<file path="config.mk">
export PLATFORM = sky130hd
export DESIGN_NAME = hex_scroll_ctrl_flat
export DESIGN_NICKNAME = d
export VERILOG_FILES = /design/src/rtl/hex_scroll_ctrl_if.sv /design/src/rtl/hex_scroll_ctrl.sv /design/src/flat_wrapper.sv
export SDC_FILE = /design/constraint.sdc
export NUM_CORES = 1
export LEC_CHECK = 0
export CAP_MARGIN = 10
export CORE_AREA = 2 2 131 165
export DETAILED_ROUTE_END_ITERATION = 6
export DIE_AREA = 0 0 133 167
export SLEW_MARGIN = 10
export SYNTH_ARGS = -nofsm -noshare
export SYNTH_HDL_FRONTEND = slang
export SYNTH_SLANG_ARGS = --single-unit
</file>
<file path="constraint.sdc">
create_clock -name clk -period 16.3 [get_ports clk]
set_clock_uncertainty 0.15 [all_clocks]
set_input_delay 3.26 -clock clk [delete_from_list [all_inputs] [get_ports clk]]
set_output_delay 3.26 -clock clk [all_outputs]
set_load 0.01 [all_outputs]
</file>
<file path="src/rtl/hex_scroll_ctrl_if.sv">
// Byte-load, control and shared-decoder signals of the scrolling HEX sequencer.
// The slave modport is the sequencer; master is whoever loads it and hosts the decoder.
interface hex_scroll_ctrl_if #(
  parameter int NUM_DIGITS = 6
);
  logic                    wr_valid;
  logic [7:0]              wr_char;
  logic                    wr_ready;
  logic                    commit;
  logic                    clear;
  logic [7:0]              dec_ascii;
  logic [6:0]              dec_seg;
  logic [7*NUM_DIGITS-1:0] hex;
  logic                    busy;

  modport master (
    output wr_valid, wr_char, commit, clear, dec_seg,
    input  wr_ready, dec_ascii, hex, busy
  );

  modport slave (
    input  wr_valid, wr_char, commit, clear, dec_seg,
    output wr_ready, dec_ascii, hex, busy
  );
endinterface

</file>
<file path="src/rtl/hex_scroll_ctrl.sv">
// Scrolling-message sequencer: buffers ASCII characters, then time-multiplexes one
// shared 7-segment decoder across the HEX digits while stepping a scroll offset.
module hex_scroll_ctrl #(
  parameter int MSG_DEPTH  = 16,
  parameter int NUM_DIGITS = 6,
  parameter int TICK_DIV   = 25_000_000
) (
  input logic              clk,
  input logic              rst_n,
  hex_scroll_ctrl_if.slave bus
);
  localparam int VLEN_MAX = MSG_DEPTH + NUM_DIGITS;
  localparam int CW = $clog2(MSG_DEPTH + 1);
  localparam int AW = (MSG_DEPTH > 1) ? $clog2(MSG_DEPTH) : 1;
  localparam int OW = $clog2(VLEN_MAX);
  localparam int SW = $clog2(2 * VLEN_MAX);
  localparam int TW = (TICK_DIV > 1) ? $clog2(TICK_DIV) : 1;
  localparam int DW = (NUM_DIGITS > 1) ? $clog2(NUM_DIGITS) : 1;

  localparam logic [CW-1:0] DEPTH     = CW'(MSG_DEPTH);
  localparam logic [TW-1:0] TICK_LAST = TW'(TICK_DIV - 1);
  localparam logic [DW-1:0] SCAN_LAST = DW'(NUM_DIGITS - 1);
  localparam logic [SW-1:0] DIGITS_SW = SW'(NUM_DIGITS);
  localparam logic [SW-1:0] POS_LAST  = SW'(NUM_DIGITS - 1);
  localparam logic [7:0]    BLANK     = 8'h20;

  typedef enum logic {LOAD, SCROLL} state_t;

  state_t        state, state_nxt;
  logic [CW-1:0] count, count_nxt;
  logic [OW-1:0] offset;
  logic [TW-1:0] tick;
  logic [DW-1:0] scan;
  logic [7:0]    msg_buf [MSG_DEPTH];
  logic [6:0]    hex_q   [NUM_DIGITS];

  logic          wr_fire, wr_ready, busy;
  logic [7:0]    dec_ascii, scroll_char;
  logic [SW-1:0] vlen, pos, vsum, vidx;

  assign wr_fire   = rst_n & bus.wr_valid & wr_ready & ~bus.clear;
  assign count_nxt = count + {{(CW-1){1'b0}}, wr_fire};

  // State register
  always_ff @(posedge clk) begin
    if (!rst_n) state <= LOAD;
    else        state <= state_nxt;
  end

  // Next state: the commit test sees count including a same-cycle write.
  always_comb begin
    state_nxt = state;
    case (state)
      LOAD:    if (!bus.clear && bus.commit && count_nxt != '0) state_nxt = SCROLL;
      SCROLL:  if (bus.clear) state_nxt = LOAD;
      default: state_nxt = LOAD;
    endcase
  end

  // Outputs; in LOAD the decoder is fed blanks so every digit decodes dark.
  // NOTE: every always_comb output gets a default first so no latch is inferred.
  always_comb begin
    wr_ready  = 1'b0;
    busy      = 1'b0;
    dec_ascii = BLANK;
    case (state)
      LOAD:    wr_ready = (count < DEPTH);
      SCROLL:  begin
        busy      = 1'b1;
        dec_ascii = scroll_char;
      end
      default: ;
    endcase
  end

  assign bus.wr_ready  = wr_ready;
  assign bus.busy      = busy;
  assign bus.dec_ascii = dec_ascii;

  // Character for the digit under scan: position 0 is the leftmost digit.
  // offset+pos is always below 2L, so one conditional subtract replaces the modulo.
  always_comb begin
    vlen        = SW'(count) + DIGITS_SW;
    pos         = POS_LAST - SW'(scan);
    vsum        = SW'(offset) + pos;
    vidx        = (vsum >= vlen) ? vsum - vlen : vsum;
    scroll_char = BLANK;
    if (vidx < SW'(count)) scroll_char = msg_buf[vidx[AW-1:0]];
  end

  // NOTE: sequential state uses non-blocking assignments only, so every register
  // in this block samples pre-edge values regardless of statement order.
  always_ff @(posedge clk) begin
    if (!rst_n) begin
      count  <= '0;
      offset <= '0;
      tick   <= '0;
      scan   <= '0;
    end else begin
      scan  <= (scan == SCAN_LAST) ? '0 : scan + DW'(1);
      count <= bus.clear ? '0 : count_nxt;
      if (state == SCROLL && !bus.clear) begin
        if (tick == TICK_LAST) begin
          tick   <= '0;
          offset <= (SW'(offset) == vlen - SW'(1)) ? '0 : offset + OW'(1);
        end else begin
          tick <= tick + TW'(1);
        end
      end else begin
        tick   <= '0;
        offset <= '0;
      end
    end
  end

  // NOTE: the message buffer is deliberately not reset; count alone marks valid entries.
  always_ff @(posedge clk) begin
    if (wr_fire) msg_buf[count[AW-1:0]] <= bus.wr_char;
  end

  // Digit registers: refreshed one per cycle, blanked all at once by reset or clear.
  always_ff @(posedge clk) begin
    if (!rst_n || bus.clear) begin
      for (int k = 0; k < NUM_DIGITS; k++) hex_q[k] <= 7'h7F;
    end else begin
      hex_q[scan] <= bus.dec_seg;
    end
  end

  for (genvar k = 0; k < NUM_DIGITS; k++) begin : g_hex
    assign bus.hex[7*k +: 7] = hex_q[k];
  end
endmodule

</file>
<file path="src/flat_wrapper.sv">
// flat-port wrapper written by rule: the top's interface ports become plain ports
module hex_scroll_ctrl_flat 
#(
  parameter int MSG_DEPTH  = 16,
  parameter int NUM_DIGITS = 6,
  parameter int TICK_DIV   = 25_000_000
)
  (clk, rst_n, bus_wr_valid, bus_wr_char, bus_commit, bus_clear, bus_dec_seg, bus_wr_ready, bus_dec_ascii, bus_hex, bus_busy);
  hex_scroll_ctrl_if #(.NUM_DIGITS(NUM_DIGITS)) bus_i ();
  input logic clk;
  input logic rst_n;
  input wire logic [$bits(bus_i.wr_valid)-1:0] bus_wr_valid;
  input wire logic [$bits(bus_i.wr_char)-1:0] bus_wr_char;
  input wire logic [$bits(bus_i.commit)-1:0] bus_commit;
  input wire logic [$bits(bus_i.clear)-1:0] bus_clear;
  input wire logic [$bits(bus_i.dec_seg)-1:0] bus_dec_seg;
  output wire logic [$bits(bus_i.wr_ready)-1:0] bus_wr_ready;
  output wire logic [$bits(bus_i.dec_ascii)-1:0] bus_dec_ascii;
  output wire logic [$bits(bus_i.hex)-1:0] bus_hex;
  output wire logic [$bits(bus_i.busy)-1:0] bus_busy;
  assign bus_i.wr_valid = bus_wr_valid;
  assign bus_i.wr_char = bus_wr_char;
  assign bus_i.commit = bus_commit;
  assign bus_i.clear = bus_clear;
  assign bus_i.dec_seg = bus_dec_seg;
  assign bus_wr_ready = bus_i.wr_ready;
  assign bus_dec_ascii = bus_i.dec_ascii;
  assign bus_hex = bus_i.hex;
  assign bus_busy = bus_i.busy;
  hex_scroll_ctrl #(.MSG_DEPTH(MSG_DEPTH), .NUM_DIGITS(NUM_DIGITS), .TICK_DIV(TICK_DIV)) u_core (.clk(clk), .rst_n(rst_n), .bus(bus_i));
endmodule
</file>
==> results.json <==
{
  "timing.hold.ws_ps": 312,
  "drt_iter0_drc": 294,
  "dr.pass1.iters": 4,
  "clkSinkCount": 209,
  "grt_max_degree": 34,
  "rows": 59,
  "core_sq_mm": 0.0206,
  "crit_fanout": 33,
  "crit_path_start_kind": "register",
  "crit_path_top_delay_cell": "clkdlybuf4s50_1",
  "synth_cell_types": 56,
  "viasPerCell": 5.29,
  "detail_route.wl_per_cell_microns": 19.2,
  "antenna_cells": 0,
  "dp.cells": 971,
  "max_cap_violations": 0,
  "power.density_mw_per_mm2": 109,
  "status": "finished clean",
  "hold_class": "register to register",
  "max-vdd-ir-drop_v": 0.0000655,
  "yosys_warnings": 0,
  "final_cells": 1007,
  "grt_pass1_vias": 5645,
  "hold_buffers": 0,
  "tns_ps": 0,
  "htree_levels": 1,
  "cp_data_required_time_ps": 12890,
  "start_util_pct": 44.3,
  "ys_ff_latch": 209,
  "critical_path_class": "register to output pin",
  "slew_headroom_pct": 27.7,
  "synth_area_leaders": "edfxtp_1 (56%), dfxtp_1 (8.6%), mux4_2 (6.2%)",
  "overflow": 0,
  "min_period_ps": 9840,
  "rrSetupSlack_ps": 13290,
  "fp.dieH_microns": 167,
  "hold_viol_final": 0,
  "dieArea_sq_mm": 0.0222,
  "drc": 0,
  "cpPeakStageDelay_ps": 570,
  "nNetsFinal": 772,
  "globalRouteTotalUtil_pct": 17.8,
  "yosys.area.top_type_share_pct": 55.9,
  "ys_seq_area_share_pct": 64.5,
  "root_buffer": "clkbuf_16",
  "area_growth_pct": 17.8,
  "crit_family": "compound AO/OA/AOI/OAI gates",
  "synth_edf_count": 170,
  "rsz0062_at_grt": "no",
  "synth_largest_area_cell": "edfxtp_1",
  "crit_path_end_kind": "output pin",
  "io_pins": 72,
  "wl_mm": 19.3,
  "cp_data_arrival_time_ps": 6430,
  "grt_pass1_wl_mm": 30.8,
  "finalMaxSlewViolations": 0,
  "async_reset_ff_share_pct": 0,
  "tightest_slew_ps": 1070,
  "cts_resized": 0,
  "num_vias": 5327,
  "synth_top_flop_cell": "edfxtp_1",
  "fmax_mhz": 102,
  "place_congestion": 0.870,
  "cts_inserted_buffers": 21,
  "final-setup-viol-count": 0,
  "dpl.hpwl_mm": 13.2,
  "antenna_found_initial": 0,
  "syn-num-nets": 693,
  "clk_pin_slew_ps": 60,
  "syn_inst": 641,
  "clk_path_buf_depth": 3,
  "tritoncts": "yes",
  "clk-insertion-delay-late_ps": 490,
  "die_w_microns": 133,
  "finalCritPeriodShare_pct": 60.4,
  "power.total_uw": 1170,
  "postSynthAreaPerCell_sq_um": 14.2,
  "drive_gt1_share_pct": 9.69,
  "post_cts_buffers": 0,
  "critical_path.n_buffers_inverters": 4,
  "synth_area_sq_mm": 0.00913,
  "ant_nets": 0,
  "cp_cell_sequence": "inv_1 -> ha_1 -> ha_1 -> a21oi_1 -> a21oi_1 -> a211oi_1 -> xor2_1 -> ha_1 -> or2_1 -> a21oi_1 -> or2_1 -> nor2_1 -> a21oi_4 -> buf_4 -> inv_1 -> ha_1 -> a21o_1 -> nand2_1 -> and4b_1 -> o211ai_1 -> a21oi_1 -> clkdlybuf4s50_1",
  "port_buffers": 71,
  "power_leakage_uw": 0.00350
}
==> power by group <==
group / internal [uW] / switching (uW) / leakage (uW)
sequential: 579 / 2.21 / 0.00179
combinational: 61.0 / 73.4 / 0.00139
clock: 267 / 191 / 0.000319
==> layer usage <==
layer  wire length, microns  share of wire, %  vias up  global-route usage (%)
met5                      0                 0        -                       0
met4                    404               2.1        0                    4.96
met2                  10400                54      117                    33.4
met3                    901               4.7       30                    3.32
met1                   7640                40     2651                    20.5
li1                       -                 -     2529                       -
==> cell type report <==
class,instances,area [sq um]
fill,1725,9840
multi-input combinational,383,3020
inverter,28,105
clock buffer,24,537
tap,274,343
timing repair buffer,77,756
clock inverter,12,108
sequential,209,5890
==> metrics by stage <==
| stage | instance area [sq um] | setup WS [ps] | utilization (%) |
|---|---|---|---|
| after floorplan | 9130 | 8520 | - |
| after global placement | 10100 | 7160 | 49.1 |
| after detailed placement | 10100 | 6960 | 49.1 |
| after CTS | 10800 | 6410 | 52.2 |
| after global routing | 10800 | 6010 | 52.2 |
| final | 10800 | 6460 | 52.2 |
==> worst paths after layout <==
kind	from	endpoint	cells after the start
max reg2reg	u_core.count[1]$_SDFF_PP0_	u_core.offset[3]$_SDFFE_PN0P_	10
min reg2reg	u_core.tick[0]$_SDFF_PP0_	u_core.tick[0]$_SDFF_PP0_	1
max	u_core.scan[1]$_SDFF_PP0_	bus_dec_ascii[0]	22
min	u_core.tick[0]$_SDFF_PP0_	u_core.tick[0]$_SDFF_PP0_	1
==> state kept, by name (all words and copies together), names as in the netlist <==
register	flops
u_core.msg_buf	128
u_core.scan	3
u_core.offset	5
u_core.state	1
u_core.count	5
u_core.hex_q	42
u_core.tick	25
==> layout by cell type, fill, tap and decap left out, drive strengths merged, types with 2 or more instances in the layout <==
master,netlist,routed
mux4,32,32
a21boi,2,2
dfxtp,39,39
nand2b,11,11
nor2b,5,5
or3,4,4
xor2,24,24
nor3,10,10
clkbuf,12,24
nor4,3,3
fa,2,2
bufinv,0,2
xnor2,22,22
and3,6,6
or2,4,4
o21ai,11,11
a21o,3,3
clkinv,0,9
a211o,2,2
nand2,55,55
clkdlybuf4s50,0,71
o211ai,2,2
nand3,21,21
a21oi,18,18
inv,28,29
a22oi,16,16
and4,2,2
nand3b,3,3
and2,6,6
and4b,2,2
ha,30,30
edfxtp,170,170
nand4,5,5
nor2,69,69
buf,9,6
==> cell families (layout without fill, tap and decap cells) <==
group | Yosys count | in the layout | share of synthesized area (%)
AO/OA/AOI/OAI | 63 | 63 | 4.81
AND/OR/NAND/NOR | 210 | 210 | 11.0
XOR/XNOR | 46 | 46 | 4.41
flip-flops | 209 | 209 | 64.5
multiplexers | 32 | 32 | 8.18
adder cells (fa/ha/maj) | 32 | 32 | 4.55
buffers and inverters | 49 | 141 | 2.59
==> synthesized netlist by cell type, types with 3 or more instances <==
cell and number:
o21ai_0 10, or3_1 4, xor2_1 24, ha_1 30, xnor2_1 22, nor2_1 69
nand3b_1 3, and2_1 5, edfxtp_1 170, nand3_1 21, nor4_1 3, a21o_1 3
nand2b_1 11, dfxtp_1 39, and3_1 6, mux4_2 25, or2_1 3, a21oi_1 16
nand2_1 55, buf_4 5, mux4_1 7, clkbuf_1 11, inv_1 28, nor3_1 8
nor2b_1 5, a22oi_1 16, nand4_1 5
(Power assumes the default switching activity.)
